$ cat config.mk
export PLATFORM = sky130hd
export DESIGN_NAME = uart_tx_scheduler
export DESIGN_NICKNAME = d
export VERILOG_FILES = /design/src/rtl/uart_tx_scheduler.sv
export SDC_FILE = /design/constraint.sdc
export NUM_CORES = 1
export LEC_CHECK = 0
export BUFFER_PORTS_ARGS = -buffer_cell sky130_fd_sc_hd__buf_2
export CORE_ASPECT_RATIO = 0.6
export CORE_MARGIN = 3
export CORE_UTILIZATION = 40
export CTS_CLUSTER_SIZE = 20
export DETAILED_ROUTE_END_ITERATION = 8
export GPL_TIMING_DRIVEN = 0
export PLACE_DENSITY_LB_ADDON = 0.08
export SLEW_MARGIN = 10
export SYNTH_ARGS = -nofsm -noshare
export SYNTH_HDL_FRONTEND = slang
export SYNTH_SLANG_ARGS = --single-unit
export TNS_END_PERCENT = 5
$ cat constraint.sdc
create_clock -name clk -period 1.9 [get_ports clk]
set_input_delay 0.095 -clock clk [delete_from_list [all_inputs] [get_ports clk]]
set_output_delay 0.095 -clock clk [all_outputs]
set_load 0.02 [all_outputs]
$ cat src/rtl/uart_tx_scheduler.sv
// Round-robin arbiter that shares one 8N1 UART transmitter between NUM_REQ byte sources.
// A source keeps the grant across a message by presenting reqLast=0 on its bytes.
module uart_tx_scheduler #(
    parameter int NUM_REQ    = 4,
    parameter int CLOCK_RATE = 100_000,
    parameter int BAUD_RATE  = 9600
) (
    input  logic                       clk,
    input  logic                       rstN,
    input  logic [NUM_REQ-1:0]         reqValid,
    input  logic [8*NUM_REQ-1:0]       reqData,
    input  logic [NUM_REQ-1:0]         reqLast,
    output logic [NUM_REQ-1:0]         reqReady,
    output logic                       tx,
    output logic                       idle,
    output logic [$clog2(NUM_REQ)-1:0] grantId
);

    localparam int CPB = CLOCK_RATE / BAUD_RATE;
    localparam int TW  = (CPB > 1) ? $clog2(CPB) : 1;
    localparam int GW  = $clog2(NUM_REQ);
    localparam logic [TW-1:0] TIMER_LAST = TW'(CPB - 1);

    typedef enum logic [1:0] {
        S_IDLE,
        S_START,
        S_DATA,
        S_STOP
    } state_e;

    state_e          state_q, state_d;
    logic [TW-1:0]   timer_q, timer_d;
    logic [2:0]      bit_q, bit_d;
    logic [7:0]      shift_q, shift_d;
    logic            tx_q, tx_d;
    logic            lock_q, lock_d;
    logic [GW-1:0]   grant_q, grant_d;

    logic            sel_found;
    logic [GW-1:0]   sel_idx;
    logic [GW-1:0]   cand_idx;
    int              cand;
    logic [7:0]      sel_byte;
    logic            sel_last;
    logic            accept;

    // NOTE: every signal written here gets a default first, so no path leaves it unassigned (no latch).
    always_comb begin
        sel_found = 1'b0;
        sel_idx   = grant_q;
        cand_idx  = '0;
        cand      = 0;
        if (lock_q) begin
            sel_found = reqValid[grant_q];
        end else begin
            for (int k = 1; k <= NUM_REQ; k++) begin
                cand = int'(grant_q) + k;
                if (cand >= NUM_REQ) cand = cand - NUM_REQ;
                cand_idx = GW'(cand);
                if (!sel_found && reqValid[cand_idx]) begin
                    sel_found = 1'b1;
                    sel_idx   = cand_idx;
                end
            end
        end
    end

    // Byte and last flag are muxed separately so reqReady never depends on reqData.
    always_comb begin
        sel_byte = '0;
        sel_last = 1'b0;
        for (int i = 0; i < NUM_REQ; i++) begin
            if (sel_idx == GW'(i)) begin
                sel_byte = reqData[8*i +: 8];
                sel_last = reqLast[i];
            end
        end
    end

    assign accept   = (state_q == S_IDLE) && sel_found;
    assign reqReady = (rstN && accept) ? (NUM_REQ'(1) << sel_idx) : '0;

    always_comb begin
        state_d = state_q;
        timer_d = timer_q + 1'b1;
        bit_d   = bit_q;
        shift_d = shift_q;
        tx_d    = tx_q;
        lock_d  = lock_q;
        grant_d = grant_q;
        case (state_q)
            S_IDLE: begin
                timer_d = '0;
                tx_d    = 1'b1;
                if (accept) begin
                    state_d = S_START;
                    tx_d    = 1'b0;
                    bit_d   = '0;
                    shift_d = sel_byte;
                    grant_d = sel_idx;
                    lock_d  = !sel_last;
                end
            end
            S_START: begin
                if (timer_q == TIMER_LAST) begin
                    state_d = S_DATA;
                    timer_d = '0;
                    tx_d    = shift_q[0];
                end
            end
            S_DATA: begin
                if (timer_q == TIMER_LAST) begin
                    timer_d = '0;
                    if (bit_q == 3'd7) begin
                        state_d = S_STOP;
                        tx_d    = 1'b1;
                    end else begin
                        bit_d   = bit_q + 1'b1;
                        shift_d = shift_q >> 1;
                        tx_d    = shift_q[1];
                    end
                end
            end
            S_STOP: begin
                if (timer_q == TIMER_LAST) begin
                    state_d = S_IDLE;
                    timer_d = '0;
                end
            end
            default: state_d = S_IDLE;
        endcase
    end

    // NOTE: state registers use non-blocking assignments so every flop samples pre-edge values.
    always_ff @(posedge clk or negedge rstN) begin
        if (!rstN) begin
            state_q <= S_IDLE;
            timer_q <= '0;
            bit_q   <= '0;
            shift_q <= '0;
            tx_q    <= 1'b1;
            lock_q  <= 1'b0;
            grant_q <= GW'(NUM_REQ - 1);
        end else begin
            state_q <= state_d;
            timer_q <= timer_d;
            bit_q   <= bit_d;
            shift_q <= shift_d;
            tx_q    <= tx_d;
            lock_q  <= lock_d;
            grant_q <= grant_d;
        end
    end

    assign tx      = tx_q;
    assign idle    = (state_q == S_IDLE) && !lock_q;
    assign grantId = grant_q;

endmodule

* Yosys cells after proc, flatten, opt, wreduce, memory -nomap -nowiden
Index checks and enable logic that the tools add are counted.
** Operators by class
- Shift operators :: 1
- Muxes and demuxes :: 61
- $add $sub $neg :: 10
- $lt $le $gt $ge :: 9
- Divide/modulo/power cells :: 0
- Equal/unequal tests :: 14
- Reduce and logical (&&, ||, !) cells :: 20
- Multiply operators :: 0
- Bitwise gates (word level) :: 0
** Operator list (number)
- 8-bit 2-to-1 mux :: 7
- 2-bit 2-to-1 mux :: 18
- 1-bit 2-to-1 mux :: 21
- 8-bit case mux with 2 select lines :: 1
- 2-bit by 3-bit < comparator with 1-bit output, second input constant :: 5
- 2-bit inequality test, second input constant :: 6
- 1-bit binary-select mux with 2-bit select :: 5
- 3-bit >= comparator, second input constant :: 3
- 3-bit 2-to-1 mux :: 3
- 2-bit equality test, second input constant :: 4
- 4-bit 2-to-1 mux :: 2
- 2-bit case mux with 4 select lines :: 1
- 4-bit case mux with 2 select lines :: 1
- 2-bit by 1-bit subtractor with 2-bit output, second input constant :: 4
- 2-bit by 2-bit adder with 3-bit output, second input constant :: 2
- 1-bit logical AND :: 6
- 3-bit case mux with 2 select lines :: 1
- 1-bit zero test :: 5
- 5-bit AND reduction :: 1
- 2-bit by 3-bit adder with 4-bit output, second input constant :: 1
- 4-bit by 1-bit adder with 4-bit output, second input constant :: 1
- 2-bit by 1-bit equality test with 1-bit output, second input constant :: 2
- 4-bit equality test, second input constant :: 1
- 4-bit by 3-bit >= comparator with 1-bit output, second input constant :: 1
- other kinds (12) :: 13
** Storage, ports and cells
- Logic and storage cells :: 122
- Memories kept :: 0
- Register bits :: 21
- Memory bits (read-only) :: 0
- Memory bits (writable) :: 0
- Latch bits :: 0
- Input port bits :: 42

* Depth between registers and ports, before layout
Gate-level depths: netlist of the first run.
- Depth in word-level cells :: 27
- Depth in mapped cells :: 9
- Gate-level depth less buffers :: 8

* Worst setup path before layout of the first run
No wires, ideal clock.
- Path type :: register to output
- Start :: register grant_q[1], in the netlist grantId[1]
- End :: output port reqReady[2]
- Cell stages (with the launch flop) :: 8
- Path buffers :: 2
- Data required time :: 1805 ps
- Path slack :: -484 ps
- Arrival time :: 2289 ps
- Cells stage by stage :: dfstp_2 > buf_6 > buf_6 > nor3b_2 > o21a_1 > or3b_1 > o211a_1 > nor3_1
** Between the ends
- Cells in the longest elaborated chain, start to end :: 23
** Ends and longest elaborated chain
- start, declared :: RTL line 37 : logic [GW-1:0] grant_q, grant_d;
- start signal, assigned :: RTL line 143 : grant_q <= GW'(NUM_REQ - 1);
- start signal, assigned :: RTL line 151 : grant_q <= grant_d;
- 2-bit by 1-bit adder with 3-bit output :: RTL line 57 : cand = int'(grant_q) + k;
- 3-bit >= comparator / 2-bit by 1-bit subtractor with 2-bit output (equally long branches) :: RTL line 58 : if (cand >= NUM_REQ) cand = cand - NUM_REQ;
- 2-bit 2-to-1 mux :: RTL line 58
- 2-bit 2-to-1 mux :: RTL line 53 : if (lock_q) begin
- 1-bit binary-select mux with 2-bit select :: RTL line 60 : if (!sel_found && reqValid[cand_idx]) begin
- 1-bit 2-to-1 mux (not written as such) :: RTL line 60
- 1-bit 2-to-1 mux :: RTL line 60
- 1-bit 2-to-1 mux :: RTL line 53
- [7 not listed]
- 1-bit 2-to-1 mux :: RTL line 53
- 1-bit zero test :: RTL line 60
- 1-bit logical AND :: RTL line 60
- 1-bit 2-to-1 mux :: RTL line 60
- 1-bit 2-to-1 mux :: RTL line 53
- 1-bit logical AND :: RTL line 80 : assign accept = (state_q == S_IDLE) && sel_found;
- 1-bit logical AND :: RTL line 81 : assign reqReady = (rstN && accept) ? (NUM_REQ'(1) << sel_idx) : '0;
- 4-bit 2-to-1 mux (*) :: RTL line 81
- end, declared :: RTL line 13 : output logic [NUM_REQ-1:0] reqReady,
Every way passes the cells marked *; elsewhere a longest branch is shown, timed or not. The select of a mux whose other input is x is not followed.

* Worst setup path in the final report of the first run
- Start :: register grant_q[0], in the netlist grantId[0]
- End :: output port reqReady[0]
The elaborated chain is that of the path after synthesis.

==> results of run 1 <==
-- registers in the layout, summed over array words and instances, names as in the netlist --
signal and cells:
grantId 2, lock_q 1, shift_q 8, bit_q 3
state_q 2, tx 1, timer_q 4
-- power by group through the flow --
stage	clock (mW)	combinational [mW]	sequential, mW
2_1_floorplan	0	1.65	0.808
3_3_place_gp	0	2.20	0.813
3_5_place_dp	0	2.20	0.814
4_1_cts	0.302	2.46	0.805
5_1_grt	0.311	2.90	0.836
6_report	0.291	2.65	0.808
-- routing by layer --
| metal | track usage [%] | part of all wire [%] | vias to the layer above |
|---|---|---|---|
| li1 | - | - | 901 |
| met2 | 27.7 | 40 | 45 |
| met4 | 0.634 | 0 | 0 |
| met3 | 3.76 | 6.0 | 0 |
| met5 | 0 | 0 | - |
| met1 | 33.9 | 54 | 870 |
-- critical path: stages (launching register included) --
cell and delay (ns):
dfstp_2 0.54, buf_6 0.15, nor2_1 0.10, a31o_2 0.28, o31ai_4 0.36, and2_4 0.25, buf_12 0.14, nor2_1 0.05
buf_2 0.15
-- logic make-up (layout without fill, tap and decap cells) --
| logic type | Yosys count | in the layout | synth area share [%] |
|---|---|---|---|
| mux | 13 | 13 | 8.49 |
| simple gates | 85 | 85 | 25.1 |
| buf+inv | 18 | 81 | 5.50 |
| xor+xnor | 1 | 1 | 0.487 |
| flops | 21 | 21 | 29.4 |
| fa+ha+maj | 8 | 8 | 5.57 |
| compound gates | 62 | 62 | 25.4 |
-- cell usage in the layout, fill, tap and decap left out, drive strengths merged, types with 3 or more instances in the layout --
master / count
clkbuf: 6
o31ai: 5
nand2: 20
ha: 8
inv: 7
nand3: 8
a22oi: 3
nand2b: 5
mux2i: 7
a221oi: 4
o221ai: 5
nor2b: 3
a21oi: 10
dfrtp: 18
nor3: 9
nor3b: 3
o21ai: 15
nor2: 19
dfstp: 3
and3: 5
and2: 5
a22o: 3
buf: 66
mux2: 5
-- timing repair --
action                                  CTS  global route
setup buffers                             7             1
pin swaps                                 4             5
endpoints found under the setup margin   18            22
hold endpoints to repair                 18             0
gates resized for setup                  16            20
hold buffers                              2             0
-- worst max path at each step --
| stage | slack (ns) | to |
|---|---|---|
| 5_1_grt | -0.56 | reqReady[2] |
| 3_5_place_dp | -0.42 | shift_q[2] |
| 3_3_place_gp | -0.46 | shift_q[3] |
| 6_report | -0.48 | reqReady[0] |
| 4_1_cts | -0.51 | reqReady[2] |
| 2_1_floorplan | -0.23 | shift_q[1] |
-- area by class of cell --
cell class                 instances  area, µm²
fill                             396       1790
multi-input combinational        169       1320
sequential                        21        529
timing repair buffer              59        332
buffer                            11       91.3
tap                               60       75.1
clock buffer                       4       45.0
inverter                           7       26.3
-- metrics by stage --
step                hold WS [ns]  cell area (µm²)  util [%]  setup TNS, ns
floorplan                 -0.201             1820         -          -2.06
finish                     0.162             2420      57.5          -5.54
global route               0.184             2420      57.5          -7.40
CTS                        0.164             2320      55.1          -5.79
global placement          0.0921             2140      50.7          -5.52
detailed placement         0.100             2140      50.7          -5.15
==> impl_metrics.tcl, run 1 <==
set metrics [dict create \
    max-vdd-ir-drop_uv 723 \
    synth_edf_count 0 \
    hold_depth 3 \
    synth_cell_type_count 55 \
    cp-end-kind "output pin" \
    grt_start_max_net_pins 19 \
    fin_worst_skew_ns 0.00212 \
    placedCellCount 317 \
    path_clk_slew_ns 0.07 \
    worst_slew_pin_slew_ns 0.854 \
    synth_top_cell_by_area "dfrtp_1" \
    clock_sinks 21 \
    dp_slack_ns -0.418 \
    antenna_found_initial 0 \
    ant_nets 0 \
    crit_start "grantId[0]" \
    port_buffers 49 \
    cts_tree "yes" \
    synthToLayoutAreaGrowth_pct 34.6 \
    grt_first_pass_wirelength_um 8590 \
    cts_root_buffer "clkbuf_8" \
    grt_pass1_vias 1731 \
    hold_viol_final 0 \
    power.switching_mw 1.73 \
    cp.required_ns 1.80 \
    dr.pass1.iters 4 \
    ys_warn_count 0 \
    wl_um 5360 \
    p_seq_share_pct 21.5 \
    ys_ff_latch 21 \
    worstReg2RegEnd "shift_q[2]" \
    place.gp.congestion 0.895 \
    pwr-share-clk_pct 7.8 \
    drt-initial-drc-count 109 \
    ys_top_cells_by_count "20 x nand2_1, 18 x dfrtp_1, 18 x nor2_1, 13 x o21ai_0, 9 x a21oi_1" \
    synthesis.nets 258 \
    hold_path.class "in2reg" \
    rsz0062_at_grt "yes" \
    power.total_mw 3.75 \
    viasPerCell 5.49 \
    violations "setup timing" \
    clock_latency_ns 0.26 \
    overflow 0 \
    fin_cells 331 \
    r2r_start "grantId[0]" \
    dp_hpwl_um 4090 \
    crit_arrival_ns 2.28 \
    finish.net_count 322 \
    hold_start "reqData[16]" \
    r2r_slack_ns -0.42 \
    cap_violations 0 \
    cp_max_fo 10 \
    syn_inst 208 \
    wl_per_cell_um 16.2 \
    hold_end "shift_q[0]" \
    dieWidth_um 92.6 \
    drive_gt1_share_pct 40.2 \
    relSlewSlack_pct 42.9 \
    cts_buffer_depth 2 \
    path_class "reg2out" \
    start_util_pct 42.7 \
    drv_slew 0 \
    ys.flop_type "dfrtp_1" \
    period_needed_ns 2.38 \
    h-tree-depth 1 \
    synthArstFlopShare_pct 100 \
    start_kind "register" \
    p_per_area_nw_per_um2 1550 \
    fp.dieH_um 57.9 \
    yosysMostFrequentCell "nand2_1" \
    diodes 0 \
    setup_slack_ns -0.478 \
    rows 18 \
    swShare_pct 46.2 \
    max_freq_mhz 420 \
    finalCritPeriodShare_pct 125 \
    r2r_cells 8 \
    num_vias 1816 \
    synthTopCellsByArea "dfrtp_1 25%, ha_1 5.6%, dfstp_2 4.4%" \
    drc 0 \
    synth_area_um2 1800 \
    ioPinCount 50 \
    p_leak_nw 1.10 \
    yosysSeqAreaShare_pct 29.4 \
    die_area_um2 5360 \
    synth_top_area_share_pct 25.1 \
    p_int_mw 2.02 \
    combPwrFrac_pct 70.7 \
    numCtsBuffers 3 \
    grt.total_usage_pct 20.3 \
    synth_area_per_cell_um2 8.64 \
    coreArea_um2 4210 \
    status "finished with violations" \
    setup_viol 21 \
]
Power figures use the tool's default switching activity.
==> inputs of run 2 (changes only) <==
--- a/config.mk
+++ b/config.mk
@@ -6,7 +6,7 @@
 export NUM_CORES = 1
 export LEC_CHECK = 0
 export BUFFER_PORTS_ARGS = -buffer_cell sky130_fd_sc_hd__buf_2
-export CORE_ASPECT_RATIO = 0.6
+export CORE_ASPECT_RATIO = 1.75
 export CORE_MARGIN = 3
 export CORE_UTILIZATION = 40
 export CTS_CLUSTER_SIZE = 20
==> impl_metrics.tcl, run 2 (synthesis gave the netlist of run 1 again) <==
set metrics [dict create \
    ioPinCount 50 \
    wl_per_cell_um 16.1 \
    overflow 0 \
    violations "setup timing" \
    grt_pass1_vias 1773 \
    crit_arrival_ns 2.30 \
    dp_hpwl_um 3940 \
    numCtsBuffers 3 \
    path_clk_slew_ns 0.08 \
    antenna_found_initial 0 \
    clock_sinks 21 \
    ant_nets 0 \
    regMostFlops "shift_q" \
    hold_viol_final 0 \
    drt-initial-drc-count 50 \
    max-vdd-ir-drop_uv 785 \
    crit_start "grantId[1]" \
    placedCellCount 306 \
    start_util_pct 42.5 \
    coreArea_um2 4230 \
    status "finished with violations" \
    diodes 0 \
    cp_max_fo 5 \
    p_leak_nw 1.08 \
    wl_um 5140 \
    fp.dieH_um 94.7 \
    largestRegisters "shift_q x8, timer_q x4, bit_q x3" \
    hold_depth 3 \
    grt_first_pass_wirelength_um 8020 \
    rows 31 \
    critical_path.max_stage_delay_ns 0.58 \
    cap_violations 0 \
    multi_input_area_um2 1280 \
    power.total_mw 3.64 \
    num_vias 1798 \
    cts_root_buffer "clkbuf_8" \
    r2r_start "grantId[1]" \
    largest_reg_flops 8 \
    r2r_cells 9 \
    crit_chain "buf_6 -> buf_8 -> nand3b_1 -> a31oi_4 -> or3b_4 -> o21a_4 -> nor3_4 -> buf_6" \
    path_class "reg2out" \
    cp-end-kind "output pin" \
    setup_slack_ns -0.490 \
    grt.total_usage_pct 19.0 \
    cts_buffer_depth 2 \
    drc 0 \
    final_cell_mix "51 x buf_2, 19 x nand2_1, 18 x dfrtp_1, 16 x nor2_1, 13 x o21ai_0" \
    finish.net_count 320 \
    start_kind "register" \
    setup_viol 17 \
    dr.pass1.iters 4 \
    layout_commonest_cell "buf_2" \
    synthToLayoutAreaGrowth_pct 31.1 \
    viasPerCell 5.65 \
    worst_slew_pin_slew_ns 0.803 \
    h-tree-depth 1 \
    cpMaxStageDelayCell "dfstp_2" \
    fin_worst_skew_ns 0.00431 \
    cts_tree "yes" \
    crit_path_frequent_cell "buf_6" \
    rsz0062_at_grt "yes" \
    drive_gt1_share_pct 39.4 \
    clock_latency_ns 0.26 \
    fin_setup_tns_ns -5.05 \
    finalCritPeriodShare_pct 126 \
    place.gp.congestion 0.799 \
    hold_start "reqData[16]" \
    port_buffers 49 \
    p_per_area_nw_per_um2 1540 \
    period_needed_ns 2.39 \
    max_freq_mhz 418 \
    seq_area_um2 529 \
    hold_path.class "in2reg" \
    grt_start_max_net_pins 19 \
    dieWidth_um 56.7 \
    relSlewSlack_pct 46.3 \
    die_area_um2 5370 \
    fin_cells 318 \
    drv_slew 0 \
    n_fill_cell 428 \
    cp.required_ns 1.80 \
]
-- run 2: changes by cell type in the layout (fill, tap and decap cells not counted), sizes merged --
cell / previous run / this run
clkinv: 0 / 1
buf: 66 / 63
-- run 2: metrics by stage --
stage | util (%) | worst slack (ns) | hold slack [ns] | cell area (µm²)
after global placement | 50.2 | -0.512 | 0.105 | 2120
after CTS | 55.0 | -0.495 | 0.153 | 2330
after global routing | 55.8 | -0.578 | 0.165 | 2360
final | 55.8 | -0.490 | 0.157 | 2360
after floorplan | - | -0.235 | -0.201 | 1820
after detailed placement | 50.2 | -0.529 | 0.107 | 2120
-- run 2: cell type report --
| cell class | count | share of cell area, % |
|---|---|---|
| Clock buffer | 3 | 1.75 |
| Inverter | 7 | 1.11 |
| Multi-Input combinational cell | 169 | 54.5 |
| Tap cell | 49 | 2.60 |
| Sequential cell | 21 | 22.5 |
| Clock inverter | 1 | 0.212 |
| Buffer | 11 | 4.09 |
| Timing Repair Buffer | 57 | 13.3 |
-- run 2: power by group --
group | internal [mW] | switching, mW
Clock | 0.146 | 0.144
Sequential | 0.658 | 0.149
Combinational | 1.13 | 1.41
Total | 1.94 | 1.70
-- run 2: timing repair --
item | CTS | global route
hold buffers | 2 | 0
pin swaps | 6 | 3
hold endpoints to repair | 18 | 0
setup buffers | 5 | 0
resized for setup | 23 | 7
gates cloned | 1 | 0
endpoints found under the setup margin | 18 | 22
-- run 2: per-layer routing --
layer / vias up / GRT usage (%) / part of all wire (%)
met3: 6 / 2.19 / 3.8
met1: 851 / 21.8 / 40
met2: 47 / 35.4 / 54
met5: - / 0 / 0
li1: 894 / - / -
met4: 0 / 6.73 / 1.7
-- run 2: final timing paths --
path                            slack, ns          end
worst min-delay path                 0.16   shift_q[0]
min in group asynchronous            0.40           tx
worst max register to register      -0.44   shift_q[3]
max in group asynchronous            0.28   timer_q[0]
worst max-delay path                -0.49  reqReady[2]
worst min register to register       0.48           tx
-- run 2: worst max-delay path, delay by kind of cell (launching register included) --
| family | cells | cell delay, ns |
|---|---|---|
| AOI/OAI and AO/OA | 2 | 0.39 |
| DFF | 1 | 0.58 |
| buffers and inverters | 3 | 0.37 |
| and+or+nand+nor | 3 | 0.69 |
